$ cat src/rtl/uart_tx_arbiter.sv
// uart_tx_arbiter
//   Round-robin arbiter and sequencer that shares one UART transmitter FSM
//   between NUM_REQ byte producers. One byte is accepted per grant over a
//   valid/ready handshake, launched with a one-cycle tx_start pulse and held
//   on tx_data until the transmitter's busy flag has risen and fallen again.
//
// Ports:
//   clk          system clock, rising edge
//   rst_n        asynchronous active-low reset
//   req_valid    [NUM_REQ]          per-requester byte available
//   req_data     [NUM_REQ*DATA_W]   packed bytes, requester i at [i*DATA_W +: DATA_W]
//   req_ready    [NUM_REQ]          one-hot accept (combinational, IDLE only)
//   tx_busy      transmitter frame in progress
//   tx_start     one-cycle launch pulse
//   tx_data      [DATA_W]           byte to transmit (registered)
//   grant_id     [clog2(NUM_REQ)]   requester currently being served
//   active       high whenever the sequencer is not idle
//   timeout_err  one-cycle pulse when tx_busy never rose after a launch
module uart_tx_arbiter #(
  parameter int NUM_REQ = 4,
  parameter int DATA_W  = 8,
  parameter int TIMEOUT = 15,
  localparam int IDX_W  = (NUM_REQ > 1) ? $clog2(NUM_REQ) : 1,
  localparam int CNT_W  = $clog2(TIMEOUT + 1)
) (
  input  logic                      clk,
  input  logic                      rst_n,
  input  logic [NUM_REQ-1:0]        req_valid,
  input  logic [NUM_REQ*DATA_W-1:0] req_data,
  output logic [NUM_REQ-1:0]        req_ready,
  input  logic                      tx_busy,
  output logic                      tx_start,
  output logic [DATA_W-1:0]         tx_data,
  output logic [IDX_W-1:0]          grant_id,
  output logic                      active,
  output logic                      timeout_err
);

  typedef enum logic [1:0] {IDLE, LAUNCH, WAIT_BUSY, WAIT_DONE} state_t;

  localparam logic [CNT_W-1:0] CNT_LAST = CNT_W'(TIMEOUT - 1);
  localparam logic [CNT_W-1:0] CNT_MAX  = CNT_W'(TIMEOUT);
  localparam logic [IDX_W-1:0] PTR_INIT = IDX_W'(NUM_REQ - 1);

  state_t              state_q, state_d;
  logic [IDX_W-1:0]    rr_ptr_q, rr_ptr_d;
  logic [CNT_W-1:0]    cnt_q, cnt_d;
  logic [DATA_W-1:0]   tx_data_q, tx_data_d;
  logic [IDX_W-1:0]    grant_id_q, grant_id_d;
  logic                tx_start_q, tx_start_d;
  logic                active_q, active_d;
  logic                timeout_err_q, timeout_err_d;

  logic [DATA_W-1:0]   req_byte [NUM_REQ];
  logic [IDX_W-1:0]    sel_idx;
  logic                sel_found;
  logic                grant;

  for (genvar gi = 0; gi < NUM_REQ; gi++) begin : g_unpack
    assign req_byte[gi] = req_data[gi*DATA_W +: DATA_W];
  end

  // Search rr_ptr+1, rr_ptr+2, ... modulo NUM_REQ; the first valid wins.
  always_comb begin
    int unsigned      cand;
    logic [IDX_W-1:0] cand_idx;
    sel_found = 1'b0;
    sel_idx   = '0;
    cand      = 0;
    cand_idx  = '0;
    for (int k = 1; k <= NUM_REQ; k++) begin
      cand     = (int'(rr_ptr_q) + k) % NUM_REQ;
      cand_idx = IDX_W'(cand);
      if (!sel_found && req_valid[cand_idx]) begin
        sel_found = 1'b1;
        sel_idx   = cand_idx;
      end
    end
  end

  // A grant is only offered while idle and the transmitter is free.
  assign grant = sel_found && (state_q == IDLE) && !tx_busy;

  always_comb begin
    req_ready = '0;
    if (grant) req_ready[sel_idx] = 1'b1;
  end

  always_comb begin
    state_d       = state_q;
    rr_ptr_d      = rr_ptr_q;
    cnt_d         = cnt_q;
    tx_data_d     = tx_data_q;
    grant_id_d    = grant_id_q;
    tx_start_d    = 1'b0;
    timeout_err_d = 1'b0;
    case (state_q)
      IDLE: begin
        if (grant) begin
          tx_data_d  = req_byte[sel_idx];
          grant_id_d = sel_idx;
          rr_ptr_d   = sel_idx;
          tx_start_d = 1'b1;   // registered, so it is high during LAUNCH
          state_d    = LAUNCH;
        end
      end
      LAUNCH: begin
        cnt_d   = '0;
        state_d = WAIT_BUSY;
      end
      WAIT_BUSY: begin
        // busy rising takes priority over a simultaneous timeout
        if (tx_busy) begin
          state_d = WAIT_DONE;
        end else if (cnt_q >= CNT_LAST) begin
          cnt_d         = CNT_MAX;
          timeout_err_d = 1'b1;
          state_d       = IDLE;
        end else begin
          cnt_d = cnt_q + CNT_W'(1);
        end
      end
      WAIT_DONE: begin
        if (!tx_busy) state_d = IDLE;
      end
      default: state_d = IDLE;
    endcase
    active_d = (state_d != IDLE);
  end

  always_ff @(posedge clk or negedge rst_n) begin
    if (!rst_n) begin
      state_q       <= IDLE;
      rr_ptr_q      <= PTR_INIT;
      cnt_q         <= '0;
      tx_data_q     <= '0;
      grant_id_q    <= '0;
      tx_start_q    <= 1'b0;
      active_q      <= 1'b0;
      timeout_err_q <= 1'b0;
    end else begin
      state_q       <= state_d;
      rr_ptr_q      <= rr_ptr_d;
      cnt_q         <= cnt_d;
      tx_data_q     <= tx_data_d;
      grant_id_q    <= grant_id_d;
      tx_start_q    <= tx_start_d;
      active_q      <= active_d;
      timeout_err_q <= timeout_err_d;
    end
  end

  assign tx_start    = tx_start_q;
  assign tx_data     = tx_data_q;
  assign grant_id    = grant_id_q;
  assign active      = active_q;
  assign timeout_err = timeout_err_q;

endmodule

$ cat config.mk
export PLATFORM = sky130hd
export DESIGN_NAME = uart_tx_arbiter
export DESIGN_NICKNAME = d
export VERILOG_FILES = /design/src/rtl/uart_tx_arbiter.sv
export SDC_FILE = /design/constraint.sdc
export NUM_CORES = 1
export LEC_CHECK = 0
export ABC_AREA = 1
export BUFFER_PORTS_ARGS = -buffer_cell sky130_fd_sc_hd__buf_2
export CAP_MARGIN = 0
export CORE_ASPECT_RATIO = 1.75
export CORE_MARGIN = 2
export CORE_UTILIZATION = 34
export DETAILED_ROUTE_END_ITERATION = 7
export HOLD_SLACK_MARGIN = 0.1
export SLEW_MARGIN = 20
export SYNTH_ARGS = -nofsm -noshare
export SYNTH_HDL_FRONTEND = slang
export SYNTH_SLANG_ARGS = --single-unit
$ cat constraint.sdc
create_clock -name clk -period 1.9 [get_ports clk]
set_input_delay 0.19 -clock clk [delete_from_list [all_inputs] [get_ports clk]]
set_output_delay 0.19 -clock clk [all_outputs]
set_load 0.01 [all_outputs]
## Yosys cells after proc, flatten, opt, wreduce, memory -nomap -nowiden

Index checks and enable logic that the tools add are counted.

| cells by class | value |
|---|---|
| multiply operators | 0 |
| reductions and logical operators | 15 |
| add/sub/neg operators | 5 |
| bitwise logic cells | 1 |
| divide/modulo/power cells | 0 |
| multiplexer cells | 35 |
| equality and inequality tests | 4 |
| shift operators | 0 |
| $lt $le $gt $ge | 8 |

Operator list:

| kind | number |
|---|---|
| binary-select mux 8 bit (select 2 bit) | 1 |
| two-way mux 2 bit | 8 |
| two-way mux 8 bit | 2 |
| less-than comparator 2 x 3 -> 1 bit (second input constant) | 5 |
| two-way mux 1 bit | 14 |
| two-way mux 4 bit | 3 |
| binary-select mux 1 bit (select 2 bit) | 4 |
| one-hot mux 2 bit (4 select lines) | 1 |
| one-hot mux 4 bit (2 select lines) | 1 |
| logical AND 1 bit | 6 |
| adder 2 x 1 -> 2 bit (second input constant) | 2 |
| adder 2 bit (second input constant) | 2 |
| adder 4 x 1 -> 4 bit (second input constant) | 1 |
| == test 2 bit (second input constant) | 2 |
| greater-or-equal comparator 4 bit (second input constant) | 1 |
| zero test 1 bit | 4 |
| AND reduction 2 bit | 2 |
| nonzero test 2 bit | 2 |
| greater-or-equal comparator 3 bit (second input constant) | 1 |
| NOT 2 -> 3 bit | 1 |
| demux 1 bit (select 2 bit) | 1 |
| == test 2 x 1 -> 1 bit (second input constant) | 1 |
| greater-or-equal comparator 2 x 1 -> 1 bit (second input constant) | 1 |
| zero test 2 bit | 1 |
| inequality test 2 bit (second input constant) | 1 |

| word-level totals | value |
|---|---|
| latch bits | 0 |
| output and inout port bits | 17 |
| bits in writable memories | 0 |
| input bits | 39 |
| memory bits (read-only) | 0 |
| register bits after elaboration | 21 |
| memories | 0 |
| logic and storage cells | 76 |

## Depth between registers and ports, before layout

Gate-level depths: netlist of the first run.

| logic depth | value |
|---|---|
| depth after elaboration | 18 |
| depth in mapped cells | 17 |
| depth with buffers taken out | 16 |

## Worst setup path after synthesis of the first run

No wires, ideal clock.

| path | value |
|---|---|
| path kind | flip-flop to output port |
| from | reg rr_ptr_q[0] |
| to | out req_ready[0] |
| cell stages (with the launch flop) | 12 |
| slack | -0.064 ns |
| arrival | 1.774 ns |
| buffers on the path | 2 |
| required time | 1.710 ns |
| cell sequence | dfstp_2 -> buf_6 -> inv_4 -> nand2_1 -> and2_1 -> nor2_1 -> nor2_1 -> nand3_4 -> nand2_4 -> buf_6 -> inv_2 -> nor3_1 |

| on the way | value |
|---|---|
| longest elaborated chain between the ends | 18 |
| elaborated cells between the ends (all ways) | 34 |

Ends and longest elaborated chain:

| item | line | RTL |
|---|---|---|
| from (decl) | 46 | `logic [IDX_W-1:0] rr_ptr_q, rr_ptr_d;` |
| from (signal assigned) | 143 | `rr_ptr_q <= rr_ptr_d;` |
| adder 2 x 1 -> 2 bit | 72 | `cand = (int'(rr_ptr_q) + k) % NUM_REQ;` |
| binary-select mux 1 bit (select 2 bit) | 74 | `if (!sel_found && req_valid[cand_idx]) begin` |
| two-way mux 1 bit (implied by the code) | 74 |  |
| two-way mux 1 bit | 74 |  |
| zero test 1 bit | 74 |  |
| logical AND 1 bit | 74 |  |
| two-way mux 1 bit | 74 |  |
| zero test 1 bit | 74 |  |
| [2 not listed] | -- |  |
| zero test 1 bit | 74 |  |
| logical AND 1 bit | 74 |  |
| two-way mux 2 bit | 74 |  |
| less-than comparator 2 x 3 -> 1 bit (implied by the code) or greater-or-equal comparator 2 x 1 -> 1 bit (tied branches) | 86 | `if (grant) req_ready[sel_idx] = 1'b1;` |
| logical AND 1 bit (implied by the code) | 86 |  |
| two-way mux 1 bit (implied by the code) | 86 |  |
| demux 1 bit (select 2 bit) | 86 |  |
| two-way mux 4 bit * | 86 |  |
| to (decl) | 30 | `output logic [NUM_REQ-1:0] req_ready,` |

Mark *: on every way between the ends. The rest lies on a longest branch, timed or not. The select of a mux whose other input is x is not followed.

## Worst setup path in the final report of the first run

| path | value |
|---|---|
| from | reg rr_ptr_q[0] |
| to | out req_ready[2] |

The elaborated chain is that of the path after synthesis.

==> results of run 1 <==
==> state kept, by name, indices dropped and copies added, names as in the netlist <==
signal,cells
tx_data,8
cnt_q,4
grant_id,2
rr_ptr_q,2
state_q,2
active,1
timeout_err,1
tx_start,1
==> repair_timing <==
action,4_1_cts,5_1_grt
setup endpoints to repair,13,18
hold buffers,1,0
pin swaps,9,5
resized for setup,27,10
buffers inserted,6,0
endpoints found under the hold margin,19,0
==> cells in the final DEF, fill, tap and decap left out, drive strengths merged, types with 3 or more instances in the layout <==
master  synthesis  routed
nor2           11      11
dfrtp          19      19
nand2         107     107
buf             7      79
clkbuf          0       4
or2             3       3
o21ai           5       5
nand3          32      32
inv            31      31
==> cell families (layout without fill, tap and decap cells) <==
logic type,after synthesis,after routing,synth area share [%]
xor+xnor,1,1,0.5839
compound gates,10,10,3.836
buf+inv,38,115,11.59
fa+ha+maj,2,2,1.668
simple gates,157,157,47.12
flops,21,21,35.20
==> critical path: stages (launching register included) <==
cell and delay, ps:
dfstp_2 620, inv_4 80, nand2_4 70, nand3_1 80
nand2_2 120, inv_2 60, nor2_4 140, nand3_4 130
nand2_4 100, inv_2 60, nand2_2 100, nor2_2 40
buf_2 130
==> power by group <==
| part | internal [uW] | switching (uW) |
|---|---|---|
| clock | 149 | 136 |
| sequential | 635 | 144 |
| combinational | 1430 | 1830 |
==> cell type report <==
class	count	share of cell area [%]
Sequential cell	21	24.02
Tap cell	51	2.903
Timing Repair Buffer	80	23.68
Clock buffer	4	2.049
Inverter	31	5.635
Multi-Input combinational cell	170	41.72
==> metrics by stage <==
step,std cells,hold slack (ps)
after floorplan,229,-105.6
after global placement,346,173.7
after detailed placement,346,175.4
after CTS,357,253.9
after global routing,357,260.9
final,357,261.2
==> layer usage <==
layer,vias up,wire [microns],global-route usage [%]
li1,857,-,-
met1,730,1515,17.45
met2,34,2204,30.82
met3,9,133,2.117
met4,0,108,8.750
met5,-,0,0
==> path summary, 6_finish.rpt <==
kind,startpoint,to,slack (ps),depth (start not counted)
min in group asynchronous,rst_n,tx_data[3],410,2
hold / removal,tx_busy,state_q[0],260,3
setup reg to reg,rr_ptr_q[0],tx_data[2],-130,16
setup / recovery,rr_ptr_q[0],req_ready[2],-280,12
max in group asynchronous,rst_n,rr_ptr_q[0],1140,2
hold reg to reg,grant_id[0],grant_id[0],480,2
==> metrics.csv, run 1 <==
metric,value,unit
clock.fmax,0.4584,GHz
multi_input_area,917.1,sq um
start_util,34.69,%
wl_per_cell,11.10,microns
synth_area_leaders,"dfrtp_1, nand2_1, nand3_1",
first_iter_violations,13,
synth_cells,229,
diodes,0,
synth_commonest_cells,"nand2_1, nand3_1, inv_1, dfrtp_1, nand2_2",
nNetsFinal,348,
power,4330,uW
clock_sinks,21,
cts_buffers,3,
postRouteAntennaNets,0,
gp_congestion,0.8170,
synth_edf_count,0,
syn-cell-area,1500,sq um
chipWidth,54.21,microns
setup_viol,14,
setup_tns,-1996,ps
drc_errors,0,
arrival,1990,ps
coreArea,4324,sq um
layout_setup_ws,-281.4,ps
cap_violations,0,
slew_violations,0,
worst_slew_pin_slew,465.2,ps
clk_latency,260,ps
cts-root-buf,clkbuf_8,
clk_path_buf_depth,2,
portBuffers,55,
cts.clk_slew.worst_paths,70,ps
ys_ff_latch,21,
pin_count,56,
grt_setup_unrepaired,yes,
grt_pass1_vias,1525,
min_path_type,input pin to flop,
path_max_fanout,8,
num-fill-cells,460,
vdd_drop_max,0.001171,V
antenna_found_initial,0,
final_layout_size_suffix_gt1_share,43.79,%
seqCellArea,528.0,sq um
yosysTopAreaCell,dfrtp_1,
fp.dieArea,4980,sq um
fin_util,50.84,%
wirelength,3962,microns
grtUsageTotal,16.93,%
final_area,2198,sq um
ys_warn_count,0,
grt_max_degree,22,
status,finished with violations,
power.density,1970,nW/um^2
clock_skew,0.6480,ps
grt-ovfl-total,0,
cts_tree,done,
vias_per_cell,4.566,
post_synth.cell_area_avg,6.551,sq um
end_kind,output pin,
die_y,91.87,microns
dr.pass1.iters,4,
violations,setup timing,
finalHoldViolCount,0,
htree_levels,1,
ys_seq_area_share,35.20,%
synthArstFlopShare,100.0,%
area_growth,46.54,%
max-slew-margin-rel,68.99,%
required,1710,ps
finalCriticalPeriod,2181,ps
grt_pass1_wl,6251,microns
synth_top_area_share,31.69,%
synthFlopType,dfrtp_1,
post-synth-top-count-cell,nand2_1,
period_share,114.8,%
critPathKind,flop to output pin,
syn_nets,270,
postPlaceCellArea,1977,sq um
startpoint_type,flop,
vias,1630,
place_ws,-73.36,ps
leakage,0.001279,uW
synth_cell_type_count,27,
post-dp-hpwl,3148,microns
fp-row-count,32,
Note: power is estimated with default switching activity, not from simulation.
==> run 2, diff against run 1 <==
--- a/config.mk
+++ b/config.mk
@@ -13,6 +13,7 @@
 export CORE_UTILIZATION = 34
 export DETAILED_ROUTE_END_ITERATION = 7
 export HOLD_SLACK_MARGIN = 0.1
+export MAX_ROUTING_LAYER = met4
 export SLEW_MARGIN = 20
 export SYNTH_ARGS = -nofsm -noshare
 export SYNTH_HDL_FRONTEND = slang
==> run 2 against run 1 <==
  * The flow still finishes with violations (setup timing)
  * Global-route usage increased by 0.43 points
  * Via count increased by 0.25%
  * Design area unchanged
  * Sequential share of layout area unchanged
  * Sequential power about the same
  * Critical endpoint unchanged
==> metrics.csv, run 2 (synthesized netlist as in run 1, its figures left out) <==
metric,value,unit,change
pin_count,56,,unchanged
fp-row-count,32,,unchanged
finalCriticalPeriod,2174,ps,was 2181 ps
antenna_found_initial,0,,unchanged
grt_max_degree,22,,unchanged
cp_cell_sequence,inv_4 > nand2_4 > nand3_1 > nand2_2 > inv_2 > nor2_4 > nand3_4 > nand2_4 > inv_2 > nand2_2 > nor2_2 > buf_2,,unchanged
num-fill-cells,460,,unchanged
layout_commonest_cell,nand2_1,,unchanged
end_kind,output pin,,unchanged
grt_setup_unrepaired,yes,,unchanged
fin_util,50.84,%,unchanged
dr.pass1.iters,4,,unchanged
worst_slew_pin_slew,465.3,ps,was 465.2 ps
wl_per_cell,11.11,microns,was 11.10 microns
cap_violations,0,,unchanged
path_max_fanout,8,,unchanged
cts.clk_slew.worst_paths,70,ps,about the same
crit_path_top_delay_cell,dfstp_2,,unchanged
diodes,0,,unchanged
grt_pass1_wl,6244,microns,was 6251 microns
clock.fmax,0.4601,GHz,was 0.4584 GHz
startpoint_type,flop,,unchanged
arrival,1980,ps,was 1990 ps
die_y,91.87,microns,unchanged
cts_tree,done,,unchanged
gp_congestion,0.8292,,was 0.8170
hold-worst-slack,261.7,ps,was 261.2 ps
reg2reg_depth,16,,unchanged
postRouteAntennaNets,0,,unchanged
clock_sinks,21,,unchanged
setup.worst_path.end,req_ready[2],,unchanged
first_iter_violations,11,,was 13
required,1710,ps,about the same
drc_errors,0,,unchanged
place_ws,-73.36,ps,unchanged
portBuffers,55,,unchanged
min_path_type,input pin to flop,,unchanged
final_cell_mix,"nand2_1, buf_2, nand3_1",,unchanged
violations,setup timing,,unchanged
vias,1634,,"was 1,630"
cts-root-buf,clkbuf_8,,unchanged
area_growth,46.54,%,unchanged
coreArea,4324,sq um,unchanged
power,4331,uW,was 4330 uW
start_util,34.69,%,unchanged
largest_reg_flops,8,,unchanged
vdd_drop_max,0.001170,V,was 0.001171 V
grt-ovfl-total,0,,unchanged
critPathMaxStageDelay,620,ps,about the same
cts_buffers,3,,unchanged
setup_viol,14,,unchanged
finalHoldViolCount,0,,unchanged
layout_setup_ws,-273.5,ps,was -281.4 ps
htree_levels,1,,unchanged
timing.rr.start,rr_ptr_q[0],,unchanged
nNetsFinal,348,,unchanged
worstReg2RegEnd,tx_data[2],,unchanged
slew_violations,0,,unchanged
post-dp-hpwl,3148,microns,unchanged
grtUsageTotal,17.36,%,was 16.93%
period_share,114.4,%,was 114.8%
clk_path_buf_depth,2,,unchanged
vias_per_cell,4.577,,was 4.566
power.density,1970,nW/um^2,about the same
chipWidth,54.21,microns,unchanged
wirelength,3966,microns,was 3962 microns
fp.dieArea,4980,sq um,unchanged
r2r_setup_slack,-130,ps,about the same
clock_skew,1.246,ps,was 0.6480 ps
status,finished with violations,,unchanged
max-slew-margin-rel,68.98,%,was 68.99%
leakage,0.001279,uW,unchanged
grt_pass1_vias,1530,,"was 1,525"
final_layout_size_suffix_gt1_share,43.79,%,unchanged
critPathKind,flop to output pin,,unchanged
clk_latency,260,ps,about the same
worstSetupStartpoint,rr_ptr_q[0],,unchanged
run 2: cell counts in the layout (fill, tap and decap cells not counted):
Identical to the previous run, type by type.
run 2: power by group:
group	internal, uW	switching [uW]
clock network	149	135
registers	635	145
logic	1430	1830
total	2220	2110
run 2: area by class of cell:
| class | instances | area, sq um | share of cell area, % |
|---|---|---|---|
| clock buffers | 4 | 45.04 | 2.049 |
| inverters | 31 | 123.9 | 5.635 |
| multi-input cells | 170 | 917.1 | 41.72 |
| flip-flops and latches | 21 | 528.0 | 24.02 |
| well taps | 51 | 63.81 | 2.903 |
| repair buffers | 80 | 520.5 | 23.68 |
run 2: per-stage QoR:
| step | cells | cell area (sq um) | setup TNS [ps] |
|---|---|---|---|
| detailed placement | 346 | 1977 | -417.4 |
| global placement | 346 | 1977 | -351.7 |
| CTS | 357 | 2168 | -1630 |
| floorplan | 229 | 1524 | 0 |
| global route | 357 | 2198 | -4606 |
| finish | 357 | 2198 | -1939 |
run 2: critical path, delay by kind of cell (launching register included):
kind | cells | cell delay (ps)
simple gates | 8 | 780
buf+inv | 4 | 330
flops | 1 | 620
run 2: timing repair:
item	4_1_cts	5_1_grt
gates resized for setup	27	10
pin swaps	9	5
setup endpoints to repair	13	18
endpoints found under the hold margin	19	0
buffers inserted	6	0
hold buffers	1	0
run 2: worst min path at each step:
stage,slack [ps],endpoint,cells past startpoint,start
finish,260,state_q[0],3,tx_busy
global route,260,state_q[0],3,tx_busy
CTS,250,state_q[0],3,tx_busy
detailed placement,180,tx_data[3],1,rst_n
global placement,170,tx_data[3],1,rst_n
floorplan,-110,active,0,rst_n
run 2: per-layer routing:
metal | GRT usage (%) | wire length (microns)
met3 | 1.792 | 126
met1 | 17.66 | 1532
met4 | 8.750 | 108
met5 | - | 0
met2 | 30.82 | 2199
==> run 3, diff against run 2 <==
--- a/config.mk
+++ b/config.mk
@@ -5,7 +5,6 @@
 export SDC_FILE = /design/constraint.sdc
 export NUM_CORES = 1
 export LEC_CHECK = 0
-export ABC_AREA = 1
 export BUFFER_PORTS_ARGS = -buffer_cell sky130_fd_sc_hd__buf_2
 export CAP_MARGIN = 0
 export CORE_ASPECT_RATIO = 1.75
==> constraint.sdc (replaced) <==
create_clock -name clk -period 2.53 [get_ports clk]
set_input_delay 0.253 -clock clk [delete_from_list [all_inputs] [get_ports clk]]
set_output_delay 0.253 -clock clk [all_outputs]
set_load 0.01 [all_outputs]
==> run 3 against run 2 <==
  * Global-route usage fell by 0.75 points
  * Critical endpoint is now req_ready[1]
  * Largest cell class unchanged
  * Final cell count fell by 35%
  * Clock-buffer cell count fell by 1
  * The flow now finishes without violations
  * Via count fell by 25%
  * Flip-flop and latch count did not move
  * Die area fell by 15%
  * Synthesized cell count fell by 44%
  * Design area fell by 27%
  * Worst setup slack improved by 500 ps
  * Power fell by 65%
==> metrics.csv, run 3 <==
metric,value,unit,change
status,"finished, final reports clean",,was finished with violations
synthFlopType,dfrtp_1,,unchanged
clk_latency,260,ps,about the same
power.density,939.7,nW/um^2,was 1970 nW/um^2
post-synth-top-count-cell,dfrtp_1,,was nand2_1
yosysTopAreaCell,dfrtp_1,,unchanged
critPathMaxStageDelay,590,ps,was 620 ps
gp_congestion,0.9443,,was 0.8292
cap_violations,0,,unchanged
dr.pass1.iters,6,,was 4
cts_buffers,3,,unchanged
startpoint_type,flop,,unchanged
hold_buffers,1,,unchanged
critPathKind,flop to output pin,,unchanged
synth_commonest_cells,"dfrtp_1, nor2_1, a211oi_1, and3_1",,"was nand2_1, nand3_1, inv_1, dfrtp_1, nand2_2"
final_cell_mix,"buf_2, dfrtp_1, nor2_1",,"was nand2_1, buf_2, nand3_1"
layout_commonest_cell,buf_2,,was nand2_1
chipWidth,49.93,microns,was 54.21 microns
die_y,84.37,microns,was 91.87 microns
syn-cell-area,1255,sq um,was 1500 sq um
synthArstFlopShare,100.0,%,unchanged
clk_path_buf_depth,2,,unchanged
final_area,1614,sq um,was 2198 sq um
vias,1232,,"was 1,634"
grtUsageTotal,16.61,%,was 17.36%
path_max_fanout,10,,was 8
postPlaceCellArea,1558,sq um,was 1977 sq um
syn_nets,169,,was 270
clock_sinks,21,,unchanged
ys_ff_latch,21,,unchanged
vdd_drop_max,0.0004874,V,was 0.001170 V
post_cts_buffers,0,,was 6
grt_pass1_vias,1247,,"was 1,530"
drc_errors,0,,unchanged
cts.repair.resized,0,,was 27
ys_warn_count,0,,unchanged
ys_seq_area_share,42.07,%,was 35.20%
fp-row-count,29,,was 32
finalHoldViolCount,0,,unchanged
arrival,2050,ps,was 1980 ps
setup_viol,0,,was 14
antenna_found_initial,0,,unchanged
required,2280,ps,was 1710 ps
start_util,34.94,%,was 34.69%
coreArea,3592,sq um,was 4324 sq um
synth_cell_type_count,34,,was 27
leakage,0.0007982,uW,was 0.001279 uW
postRouteAntennaNets,0,,unchanged
synth_top_area_share,37.89,%,was 31.69%
grt_setup_unrepaired,no,,was yes
grt_pass1_wl,5230,microns,was 6244 microns
pin_count,56,,unchanged
period_share,91.16,%,
cts-root-buf,clkbuf_8,,unchanged
max-slew-margin-rel,67.15,%,was 68.98%
worst_slew_pin_slew,492.7,ps,was 465.3 ps
post_synth.cell_area_avg,9.804,sq um,was 6.551 sq um
synth_cells,128,,was 229
final_layout_size_suffix_gt1_share,38.17,%,was 43.79%
synth_area_leaders,"dfrtp_1, mux2i_1, a221oi_1",,"was dfrtp_1, nand2_1, nand3_1"
fp.dieArea,4212,sq um,was 4980 sq um
portBuffers,55,,unchanged
clock_skew,3.388,ps,was 1.246 ps
end_kind,output pin,,unchanged
cts.clk_slew.worst_paths,80,ps,was 70 ps
crit_path_top_delay_cell,dfstp_2,,unchanged
min_path_type,input pin to flop,,unchanged
htree_levels,1,,unchanged
finalCriticalPeriod,2306,ps,
grt_max_degree,22,,unchanged
grt-ovfl-total,0,,unchanged
cts_tree,done,,unchanged
slew_violations,0,,unchanged
diodes,0,,unchanged
area_growth,28.61,%,was 46.54%
first_iter_violations,24,,was 11
post-dp-hpwl,2680,microns,was 3148 microns
cp_cell_sequence,nand2_1 > a21o_2 > and3_1 > buf_4 > nor3_1 > buf_2,,was inv_4 > nand2_4 > nand3_1 > nand2_2 > inv_2 > nor2_4 > nand3_4 > nand2_4 > inv_2 > nand2_2 > nor2_2 > buf_2
clock.fmax,0.4336,GHz,
nNetsFinal,228,,was 348
wirelength,3268,microns,was 3966 microns
wl_per_cell,14.09,microns,was 11.11 microns
vias_per_cell,5.310,,was 4.577
setup_tns,0,ps,was -1939 ps
largest_reg_flops,8,,unchanged
synth_edf_count,0,,unchanged
[run 3: cell types whose count changed in the layout (fill, tap and decap cells not counted), moves of 9 or more]
cell / delta
nand2_1: -77
nand3_1: -26
nand2_2: -21
inv_1: -17
buf_4: -15
nor2_1: +12
a211oi_1: +9
and3_1: +9
[run 3: kinds of logic after synthesis]
| family | share of synthesized area [%] |
|---|---|
| AO/OA/AOI/OAI | 24.13 |
| adder cells (fa/ha/maj) | 1.994 |
| AND/OR/NAND/NOR | 19.14 |
| buffers and inverters | 6.282 |
| flip-flops | 42.07 |
| multiplexers | 6.381 |
[run 3: final cells by class]
class                           instances  area (sq um)
Sequential cell                        21         528.0
Clock inverter                          1         5.005
Multi-Input combinational cell         95         648.1
Inverter                                7         26.28
Fill cell                             358          1978
Timing Repair Buffer                   59         307.8
Clock buffer                            3         41.29
Tap cell                               46         57.56
[run 3: worst paths after layout]
| kind | depth (start not counted) | to | from | slack (ps) |
|---|---|---|---|---|
| max | 6 | req_ready[1] | rr_ptr_q[1] | 220 |
| min | 2 | state_q[0] | tx_busy | 300 |
| max reg2reg | 6 | tx_data[6] | rr_ptr_q[1] | 570 |
| min reg2reg | 1 | cnt_q[3] | cnt_q[3] | 520 |
| max in group asynchronous | 2 | rr_ptr_q[1] | rst_n | 1680 |
| min in group asynchronous | 2 | grant_id[1] | rst_n | 500 |
[run 3: per-layer routing]
layer | wire length, microns | part of all wire, % | vias to the layer above | track usage (%)
met5 | 0 | 0 | - | -
met4 | 72 | 2.2 | 0 | 7.828
met3 | 111 | 3.4 | 8 | 2.313
met2 | 1896 | 58 | 41 | 32.48
met1 | 1188 | 36 | 588 | 14.82
li1 | - | - | 595 | -
[run 3: power breakdown]
part	internal, uW	switching [uW]
Sequential	491	117
Combinational	313	381
Clock	109	106
Total	913	603
[run 3: through the flow]
| stage | util [%] | hold WS, ps | setup slack, ps | cells | total power, uW |
|---|---|---|---|---|---|
| final | 44.93 | 304.5 | 223.5 | 232 | 1517 |
| after global routing | 44.93 | 326.1 | 78.01 | 232 | 1644 |
| after CTS | 44.93 | 292.4 | 216.1 | 232 | 1538 |
| after detailed placement | 43.36 | 257.1 | 472.8 | 227 | 1310 |
| after global placement | 43.36 | 235.1 | 538.7 | 227 | 1291 |
| after floorplan | - | -42.59 | 699.0 | 128 | 1100 |
[run 3: worst max-delay path, delay by kind of cell, from the launching register on]
kind,cells,cell delay [ps]
AO/OA/AOI/OAI,1,250
buffers and inverters,2,380
flip-flops,1,590
AND/OR/NAND/NOR,3,580
